### src/rtl/tdm_pkg.sv
// Shared types, default sizing and the 36-bit to 24-bit saturation used by the TDM transmitter.
package tdm_pkg;

    localparam int DWW_DEF         = 36;
    localparam int N_CH_DEF        = 8;
    localparam int SLOT_BITS_DEF   = 32;
    localparam int SAMPLE_BITS_DEF = 24;
    localparam int HEADROOM_DEF    = 4;
    localparam int BCLK_DIV_DEF    = 4;

    typedef logic [SAMPLE_BITS_DEF-1:0] sample_t;

    // The guard bits plus the field's own sign bit must all agree, otherwise clip to full scale.
    function automatic sample_t saturate(input logic signed [DWW_DEF-1:0] word);
        logic [HEADROOM_DEF:0] guard;
        guard = word[DWW_DEF-1 -: HEADROOM_DEF+1];
        if (guard == '0 || guard == '1)
            return word[DWW_DEF-1-HEADROOM_DEF -: SAMPLE_BITS_DEF];
        else if (word[DWW_DEF-1])
            return {1'b1, {(SAMPLE_BITS_DEF-1){1'b0}}};
        else
            return {1'b0, {(SAMPLE_BITS_DEF-1){1'b1}}};
    endfunction

endpackage

### src/rtl/tdm_bit_timer.sv
// Cycle, bit and slot counters for the TDM frame; strobes once per bit period at cycle count 0.
module tdm_bit_timer
    import tdm_pkg::*;
#(
    parameter int nChannels = N_CH_DEF,
    parameter int SlotBits  = SLOT_BITS_DEF,
    parameter int BclkDiv   = BCLK_DIV_DEF,
    parameter int BitW      = $clog2(SlotBits),
    parameter int SlotW     = (nChannels > 1) ? $clog2(nChannels) : 1
) (
    input  logic             clk,
    input  logic             reset,
    output logic             bit_strobe,
    output logic             bclk_next,
    output logic [BitW-1:0]  bit_idx,
    output logic [SlotW-1:0] slot_idx,
    output logic             frame_boundary
);

    localparam int CycW = (BclkDiv > 1) ? $clog2(BclkDiv) : 1;
    localparam logic [CycW-1:0]  LastCycle = CycW'(BclkDiv - 1);
    localparam logic [CycW-1:0]  HalfCycle = CycW'(BclkDiv / 2);
    localparam logic [BitW-1:0]  LastBit   = BitW'(SlotBits - 1);
    localparam logic [SlotW-1:0] LastSlot  = SlotW'(nChannels - 1);

    logic [CycW-1:0]  cycleCnt;
    logic [BitW-1:0]  bitCnt;
    logic [SlotW-1:0] slotCnt;

    always_ff @(posedge clk or posedge reset) begin
        if (reset) begin
            cycleCnt <= '0;
            bitCnt   <= '0;
            slotCnt  <= '0;
        end else begin
            cycleCnt <= (cycleCnt == LastCycle) ? '0 : cycleCnt + 1'b1;
            if (bit_strobe) begin
                if (bitCnt == LastBit) begin
                    bitCnt  <= '0;
                    slotCnt <= (slotCnt == LastSlot) ? '0 : slotCnt + 1'b1;
                end else begin
                    bitCnt <= bitCnt + 1'b1;
                end
            end
        end
    end

    // bclk is registered from the current count, so its falling edge lands on the strobe edge.
    assign bit_strobe     = (cycleCnt == '0);
    assign bclk_next      = (cycleCnt >= HalfCycle);
    assign bit_idx        = bitCnt;
    assign slot_idx       = slotCnt;
    assign frame_boundary = bit_strobe && (bitCnt == '0) && (slotCnt == '0);

endmodule

### src/rtl/tdm_transmitter.sv
// Double-buffered TDM serialiser: captures a saturated frame from the DSP core and shifts it out MSB first.
module tdm_transmitter
    import tdm_pkg::*;
#(
    parameter int DWW        = DWW_DEF,
    parameter int nChannels  = N_CH_DEF,
    parameter int SlotBits   = SLOT_BITS_DEF,
    parameter int SampleBits = SAMPLE_BITS_DEF,
    parameter int BclkDiv    = BCLK_DIV_DEF
) (
    input  logic                     clk,
    input  logic                     reset,
    input  logic [DWW*nChannels-1:0] samples,
    input  logic                     sample_valid,
    input  logic                     clear_underrun,
    output logic                     frame_start,
    output logic                     bclk,
    output logic                     fsync,
    output logic                     sdata,
    output logic                     underrun
);

    localparam int BitW  = $clog2(SlotBits);
    localparam int SlotW = (nChannels > 1) ? $clog2(nChannels) : 1;

    logic             bitStrobe;
    logic             bclkNext;
    logic [BitW-1:0]  bitIdx;
    logic [SlotW-1:0] slotIdx;
    logic             frameBoundary;

    tdm_bit_timer #(
        .nChannels(nChannels),
        .SlotBits (SlotBits),
        .BclkDiv  (BclkDiv),
        .BitW     (BitW),
        .SlotW    (SlotW)
    ) bitTimer (
        .clk           (clk),
        .reset         (reset),
        .bit_strobe    (bitStrobe),
        .bclk_next     (bclkNext),
        .bit_idx       (bitIdx),
        .slot_idx      (slotIdx),
        .frame_boundary(frameBoundary)
    );

    sample_t shadow [nChannels];
    sample_t txBuf  [nChannels];
    logic    pending;
    logic    firstFrame;
    logic    underrunEvent;
    sample_t txWord;
    sample_t txShifted;
    logic    bitVal;

    assign underrunEvent = frameBoundary && !pending && !firstFrame;

    always_comb begin
        txWord    = txBuf[slotIdx];
        txShifted = txWord << bitIdx;
        bitVal    = (32'(bitIdx) < SampleBits) ? txShifted[SampleBits-1] : 1'b0;
    end

    // A strobe in the boundary cycle itself is late: it refills the shadow for the following frame.
    always_ff @(posedge clk or posedge reset) begin
        if (reset) begin
            for (int k = 0; k < nChannels; k++) begin
                shadow[k] <= '0;
                txBuf[k]  <= '0;
            end
            pending    <= 1'b0;
            firstFrame <= 1'b1;
        end else begin
            if (frameBoundary) begin
                for (int k = 0; k < nChannels; k++)
                    txBuf[k] <= shadow[k];
                pending    <= 1'b0;
                firstFrame <= 1'b0;
            end
            if (sample_valid) begin
                for (int k = 0; k < nChannels; k++)
                    shadow[k] <= saturate(samples[k*DWW +: DWW]);
                pending <= 1'b1;
            end
        end
    end

    // The first bit of a frame comes straight from the shadow, as txBuf only loads on this same edge.
    always_ff @(posedge clk or posedge reset) begin
        if (reset) begin
            frame_start <= 1'b0;
            bclk        <= 1'b0;
            fsync       <= 1'b0;
            sdata       <= 1'b0;
            underrun    <= 1'b0;
        end else begin
            frame_start <= frameBoundary;
            bclk        <= bclkNext;
            if (underrunEvent)
                underrun <= 1'b1;
            else if (clear_underrun)
                underrun <= 1'b0;
            if (bitStrobe) begin
                fsync <= frameBoundary;
                sdata <= frameBoundary ? shadow[0][SampleBits-1] : bitVal;
            end
        end
    end

endmodule

### config.mk
export PLATFORM = sky130hd
export DESIGN_NAME = tdm_transmitter
export DESIGN_NICKNAME = d
export VERILOG_FILES = /design/src/rtl/tdm_pkg.sv /design/src/rtl/tdm_bit_timer.sv /design/src/rtl/tdm_transmitter.sv
export SDC_FILE = /design/constraint.sdc
export NUM_CORES = 1
export LEC_CHECK = 0
export ABC_AREA = 0
export CORE_ASPECT_RATIO = 0.9
export CORE_MARGIN = 2
export CORE_UTILIZATION = 25
export DETAILED_ROUTE_END_ITERATION = 12
export GPL_TIMING_DRIVEN = 0
export PLACE_DENSITY = 0.47
export SYNTH_ARGS = -nofsm -noshare
export SYNTH_HDL_FRONTEND = slang
export SYNTH_SLANG_ARGS = --single-unit
### constraint.sdc
create_clock -name clk -period 11.9 [get_ports clk]
set_input_delay 1.785 -clock clk [delete_from_list [all_inputs] [get_ports clk]]
set_output_delay 1.785 -clock clk [all_outputs]
set_load 0.02 [all_outputs]
-- After elaboration in Yosys (flattened, before gate mapping)
Cells that the tools add are included.
- register bits after elaboration: 401
- output and inout port bits: 5
- word-level logic and storage cells: 101
- add/sub/neg operators: 3
- magnitude comparators: 3
- equal/unequal tests: 11
- shifts and indexed selects: 1
- multiplexer cells: 28
- bitwise logic cells: 1
- reduce and logical (&&, ||, !) cells: 28
- operators with widths (cell ; number):
    $mux W24 ; 18
    $bmux W24 S3 ; 1
    $eq A5 B5 Y1 const B ; 9
    $logic_not A5 Y1 ; 9
    $shl A24 B5 Y24 ; 1
    $logic_or A1 B1 Y1 ; 8
    $mux W1 ; 6
    $add A5 B1 Y5 const B ; 1
    $lt A5 B5 Y1 const B ; 1
    $mux W5 ; 1
    $ge A4 B4 Y1 const B ; 1
    $logic_and A1 B1 Y1 ; 4
    $not A3 Y4 ; 1
    $reduce_bool A2 Y1 ; 2
    $add A3 B1 Y3 const B ; 1
    $eq A3 B3 Y1 const B ; 1
    $logic_not A3 Y1 ; 1
    $mux W3 ; 1
    $add A2 B1 Y2 const B ; 1
    $eq A2 B2 Y1 const B ; 1
    $ge A2 B2 Y1 const B ; 1
    $logic_not A1 Y1 ; 2
    $logic_not A2 Y1 ; 1
    $mux W2 ; 1
    $reduce_and A2 Y1 ; 1

-- Depth between registers and ports, before layout
- depth in word-level cells: 7
- gate-level depth with buffers: 12
- depth with buffers taken out: 8

-- Modules after synthesis
Synthesis repeated with hierarchy kept, for this count alone.
- cell total of the unflattened synthesis: 1479
- area total of the unflattened synthesis: 17304.1 µm²
- modules (own cells, without submodules) (module ; instances ; cells an instance ; area an instance (µm²) ; sequential area each (µm²)):
    tdm_transmitter ; 1 ; 1425 ; 16732.3 ; 9785.6
    tdm_bit_timer ; 1 ; 54 ; 571.8 ; 250.2

-- Least setup slack after synthesis
OpenSTA, ideal clock, no wires.
- path type: input to register
- start: input samples[287]
- end: register shadow[0] in the netlist's numbering
- arrival: 3.085 ns
- path slack: 8.678 ns
- stages: 6
- buffers on the path: 1
- path through: or4_1 -> o21ai_1 -> nor2_1 -> clkbuf_1 -> a21oi_1 -> a21oi_1
- longest elaborated chain between the ends: 3
- elaborated cells between the ends (all ways): 5
- those cells by class: eq/ne: 1; mux: 2; reduce/logical: 2
- ends and longest elaborated chain (item ; RTL line ; text):
    start, declared ; tdm_transmitter.sv:13 ; input logic [DWW*nChannels-1:0] samples,
    $eq A5 B5 Y1 or $logic_not A5 Y1 (tied branches) ; tdm_pkg.sv:17 ; if (guard == '0 || guard == '1)
    $logic_or A1 B1 Y1 ; tdm_pkg.sv:17 ;
    $mux W24 * ; tdm_pkg.sv:17 ;
    end signal, assigned by index ; tdm_transmitter.sv:83 ; shadow[k] <= saturate(samples[k*DWW +: DWW]);
    end, declared ; tdm_transmitter.sv:48 ; sample_t shadow [nChannels];
Mark *: on every way between the ends. The rest lies on a longest branch, timed or not.
A chain may end at the register's enable or synchronous reset.

-- Worst setup path in the final report
- start: input samples[251]
- end: register shadow[38] in the netlist's numbering
Same word-level chain as after synthesis.

==> impl_metrics.env <==
export IMPL_post_route_util_pct=32.9
export IMPL_vias_per_cell=4.53
export IMPL_synth_edf_count=0
export IMPL_grt_max_degree=44
export IMPL_p_per_area_nw_per_um2=148
export IMPL_max_slew_margin_pct=29.5
export IMPL_setup_worst_path_start="samples[251]"
export IMPL_final_nets=2464
export IMPL_dp_hpwl_mm=49.7
export IMPL_ctsHoldBuffers=0
export IMPL_insertion_delay_ps=580
export IMPL_holdPathStages=1
export IMPL_syn_area_um2=17300
export IMPL_synth_cells=1872
export IMPL_wire_per_inst_um=20.2
export IMPL_async_flop_share_pct=100
export IMPL_grt_pass1_wl_mm=93.3
export IMPL_grt_pass1_vias=14700
export IMPL_hp_start="bitTimer.cycleCnt[0]"
export IMPL_r2r_cells=12
export IMPL_ys_seq_area_share_pct=57.8
export IMPL_boundaryPins=297
export IMPL_cp_required_ps=12330
export IMPL_num_rows=91
export IMPL_path_cells="clkdlybuf4s50_1 -> or4_1 -> o21ai_1 -> nor2_1 -> clkbuf_1 -> a21oi_1 -> a21oi_1"
export IMPL_critPathMaxStageDelay_ps=630
export IMPL_global_route_overflow_total=0
export IMPL_tightest_slew_ps=1060
export IMPL_num_vias=14200
export IMPL_clock_sinks=401
export IMPL_post_route_drc_count=0
export IMPL_min_period_ps=4050
export IMPL_multi_input_area_um2=6740
export IMPL_path_max_fanout=10
export IMPL_path_clk_slew_ps=60
export IMPL_ant_nets=0
export IMPL_ctsRootBufferMaster="clkbuf_16"
export IMPL_worst_path_buf_inv=2
export IMPL_drt_pass1_iter_count=5
export IMPL_hold_viol=0
export IMPL_critical_path_top_delay_family="compound AO/OA/AOI/OAI gates"
export IMPL_gp_congestion=0.912
export IMPL_fin_total_pwr_mw=3.35
export IMPL_synth_seq_cells=401
export IMPL_clockBufferDepth=3
export IMPL_gr_usage_all_layers_pct=17.8
export IMPL_finalClockSkew_ps=13.0
export IMPL_hold_end="bitTimer.cycleCnt[0]"
export IMPL_avgSynthCellArea_um2=9.27
export IMPL_port_buffers=231
export IMPL_die_area_um2=71500
export IMPL_initial_core_util_pct=25.3
export IMPL_synth_area_leader_cell="dfrtp_1"
export IMPL_worstReg2RegStart="bitTimer.slot_idx[1]"
export IMPL_yosysTopAreaCellShare_pct=57.7
export IMPL_final_seq_area_um2=10000
export IMPL_fin_tns_setup_ps=0
export IMPL_fp_coreArea_um2=68700
export IMPL_wirelength_mm=63.2
export IMPL_synth_distinct_cells=43
export IMPL_fmax_ghz=0.247
export IMPL_antenna_found_initial=7
export IMPL_synthTopCellsByArea="dfrtp_1 58%, nand2_1 13%, a21oi_1 8.0%"
export IMPL_r2r_end="txBuf[141]"
export IMPL_cts_tree="built"
export IMPL_die_h_um=254
export IMPL_setup_viol=0
export IMPL_vdd_ir_drop_worst_v=0.000106
export IMPL_final_max_slew_viol_count=0
export IMPL_synth_nets=2173
export IMPL_r2r_setup_slack_ps=8160
export IMPL_syn2layout_area_growth_pct=30.4
export IMPL_rsz0062_at_grt="false"
export IMPL_worst_slack_ps=7850
export IMPL_layout_drive_gt1_share_pct=8.05
export IMPL_p_leak_nw=9.96
export IMPL_postCtsSetupBuffers=0
export IMPL_critPathMostFrequentCell="a21oi_1"
export IMPL_numCtsBuffers=47
export IMPL_status="finished, final reports clean"
export IMPL_fin_crit_sh_pct=34.0
export IMPL_cap_violations=0
export IMPL_hp_class="register to register"
export IMPL_ys_flop_type="dfrtp_1"
export IMPL_crit_slowest_cell="o21ai_1"
export IMPL_htree_levels=2
export IMPL_num_fill_cells=7182
export IMPL_worstSetupStartpointType="input pin"
export IMPL_cp_end_kind="register"
export IMPL_cp_arrival_ps=4480
export IMPL_dp_slack_ps=7130
export IMPL_die_x_um=282
export IMPL_cts_resized=0
export IMPL_crit_type="input pin to register"
export IMPL_drt_iter0_drc=1187
export IMPL_ys_warn_count=0
## worst max path at each step
stage               slack [ps]          end  depth (start not counted)
floorplan                 4720         bclk                          1
global placement          2030   shadow[81]                          2
detailed placement        7130  shadow[189]                          4
CTS                       7760  shadow[189]                          4
global route              7650   shadow[43]                          7
finish                    7850   shadow[38]                          7
## cell usage in the layout, fill, tap and decap left out, drive strengths merged, types with 9 or more instances in the layout
cell	Yosys	final
a21oi	277	277
nand2	593	593
clkdlybuf4s50	0	231
clkinv	3	12
nor2	287	287
nand3	11	11
mux2i	21	21
dfrtp	400	400
clkbuf	84	152
buf	40	51
mux4	44	44
inv	10	11
mux2	14	14
ha	9	9
o21ai	19	19
## cell usage after synthesis, types with 6 or more instances
cell      instances
mux4_2           44
a221oi_1          6
mux2i_1          21
nand3_1          11
ha_1              9
dfrtp_1         400
o21ai_0          11
a21oi_1         277
mux2_2           14
inv_1            10
nand2_1         593
nor2_1          287
o21ai_1           8
buf_1            11
buf_2            22
clkbuf_1         84
and3_1            6
## registers in the layout (all words and copies together) (netlist names)
name / flops
underrun: 1
firstFrame: 1
shadow: 192
txBuf: 192
bclk: 1
bitTimer.slot_idx: 3
bitTimer.cycleCnt: 2
fsync: 1
frame_start: 1
sdata: 1
bitTimer.bit_idx: 5
pending: 1
## per-stage QoR
stage	cells	cell area, um^2	hold WS, ps
floorplan	1872	17400	428
global placement	3033	20800	438
detailed placement	3044	21000	447
CTS	3128	22600	455
global route	3128	22600	471
finish	3129	22600	451
## cells by family (layout without fill, tap and decap cells)
kind of cell             count (synthesis)  after routing  synth area share [%]
AO/OA/AOI/OAI                          319            319                  9.59
adder cells (fa/ha/maj)                  9              9                 0.649
buffers and inverters                  137            463                  3.32
flip-flops                             401            401                  57.8
multiplexers                            79             79                  7.83
other                                    0              1                     0
AND/OR/NAND/NOR                        927            927                  20.8
## power breakdown
| group | internal, mW | switching [mW] |
|---|---|---|
| registers | 1.48 | 0.0962 |
| clock network | 0.878 | 0.576 |
| logic | 0.152 | 0.165 |
| total | 2.51 | 0.838 |
## layout make-up
class                           instances  share of cell area, %
Timing Repair Buffer                  242                   11.2
Clock inverter                         16                  0.741
Tap cell                              930                   5.14
Buffer                                124                   2.33
Inverter                               13                  0.232
Antenna cell                            1                 0.0111
Sequential cell                       401                   44.4
Clock buffer                           68                   6.18
Multi-Input combinational cell       1334                   29.8
## routing by layer
layer	up-vias	wire (um)	global-route usage (%)	part of all wire, %
li1	6751	-	-	-
met1	6982	29400	24.7	47
met2	353	28400	27.9	45
met3	87	3710	3.61	5.9
met4	2	1650	5.47	2.6
met5	-	13	0	0.021
No activity file was read; power rests on OpenSTA's default activity.
==> RTL change, RTL diff (same flow settings) <==
Add an input register stage for `samples`, `sample_valid` and `clear_underrun`; this delays them by one clock.
--- a/src/rtl/tdm_transmitter.sv
+++ b/src/rtl/tdm_transmitter.sv
@@ -24,2 +24,12 @@
     localparam int SlotW = (nChannels > 1) ? $clog2(nChannels) : 1;
+
+    logic [DWW*nChannels-1:0] samples_q;
+    logic sample_valid_q;
+    logic clear_underrun_q;
+
+    always_ff @(posedge clk) begin
+        samples_q        <= samples;
+        sample_valid_q   <= sample_valid;
+        clear_underrun_q <= clear_underrun;
+    end
 
@@ -80,5 +90,5 @@
             end
-            if (sample_valid) begin
+            if (sample_valid_q) begin
                 for (int k = 0; k < nChannels; k++)
-                    shadow[k] <= saturate(samples[k*DWW +: DWW]);
+                    shadow[k] <= saturate(samples_q[k*DWW +: DWW]);
                 pending <= 1'b1;
@@ -101,3 +111,3 @@
                 underrun <= 1'b1;
-            else if (clear_underrun)
+            else if (clear_underrun_q)
                 underrun <= 1'b0;
Behaviour: same outputs for any inputs over 4 cycles, from zero or initial values and one cycle with reset high; that may be too few to reach the edited logic, so the function may still have changed.
==> RTL change against the original RTL <==
- sequential cell count rose by 226
- maximum frequency rose by 0.41%
- total power rose by 45%
- largest power group is now clock
- global-route usage fell by 2.4 points
- sequential power rose by 46%
- die area rose by 25%
- area after synthesis rose by 26%
- routed wire length rose by 7.4%
- first-iteration DRC count fell by 18%
- design area rose by 25%
- setup slack improved by 0.017 ns
==> RTL change: results (changes against the original RTL) <==
Synth Area in Compound Gates=0.06135 (-0.03457); Clk network pwr share=0.480 (+0.045); Logic power comb=0.230 mW (-28%); status=complete, no violations; WP data arrival=4.58 ns (+0.10 ns); Inserted Clock Buffers=72 (+53%); R2R depth=13 (+1); layout cell share with drive strength beyond 1=0.07780 (-0.002727); Power Total=4.852 mW (+45%); Post-synth ARST share=0.6396 (-0.3604); final-layout fill cell count=8700 (+21%); Least-Margin Pin Slew=1.133 ns (+0.07547 ns); Seq/Total Area, Yosys=0.6685 (+0.09002); Final Net Count=2698 (+9.5%); cell-internal power=3.778 mW (+51%); Synth cell types=47 (+9.3%); pre-CTS setup slack=7.819 ns (+0.6853 ns); Pleak=12.67 nW (+27%); top cells by area, synth=dfrtp_1, dfxtp_1, nand2_1, nor2_1, a21oi_1; dpl cell area=25740 sq um (+22%); maximum vdd ir drop=0.08113 mV (-24%); final wirelength=67910 microns (+7.4%); GP Congestion=0.8650 (-5.2%); mux contribution to synthesized area=0.06434 (-0.01398); port buffer count=232 (+0.43%); worst-skew pair later-pin latency=0.62 ns (+0.04 ns)
## RTL change: changes by cell type after synthesis, moves of 11 or more
cell and delta:
buf_2 -19, dfxtp_1 +226, mux4_1 +11, nor2_1 +69
mux4_2 -11, a21oi_1 -68
## RTL change: worst max-delay path: stages, from the launching register on
cell	delay (ns)
dfrtp_1	0.39
buf_6	0.16
buf_6	0.17
buf_6	0.19
buf_6	0.18
inv_1	0.18
ha_1	0.21
and3_1	0.15
nand3_1	0.37
inv_1	0.25
clkbuf_1	0.79
clkbuf_1	0.61
nand2_1	0.20
nand2_1	0.09
## RTL change: final timing paths
check	slack (ns)	endpoint	from
setup / recovery	7.87	txBuf[90]$_DFFE_PP0P_	bitTimer.slot_idx[0]$_DFFE_PP0P_
hold / removal	0.42	underrun$_DFFE_PP0P_	clear_underrun_q$_DFF_P_
setup reg to reg	7.87	txBuf[90]$_DFFE_PP0P_	bitTimer.slot_idx[0]$_DFFE_PP0P_
hold reg to reg	0.42	underrun$_DFFE_PP0P_	clear_underrun_q$_DFF_P_
max in group asynchronous	8.66	shadow[42]$_DFFE_PP0P_	reset
min in group asynchronous	1.56	shadow[117]$_DFFE_PP0P_	reset
## RTL change: cell type report
type                            count  area [sq um]  area share
Buffer                            116         526.8     0.01862
Clock buffer                      109          2273     0.08038
Clock inverter                     23         272.8    0.009643
Inverter                           13         52.55    0.001858
Multi-Input combinational cell   1325          6645      0.2349
Sequential cell                   627         14560      0.5148
Tap cell                         1144          1431     0.05061
Timing Repair Buffer              242          2522     0.08918
## RTL change: per-layer routing
metal | global-route usage | vias up | routed length (microns)
li1 | - | 7387 | -
met1 | 0.2062 | 7447 | 31170
met2 | 0.2483 | 313 | 31850
met3 | 0.03259 | 105 | 3201
met4 | 0.04393 | 2 | 1662
met5 | 0 | - | 13
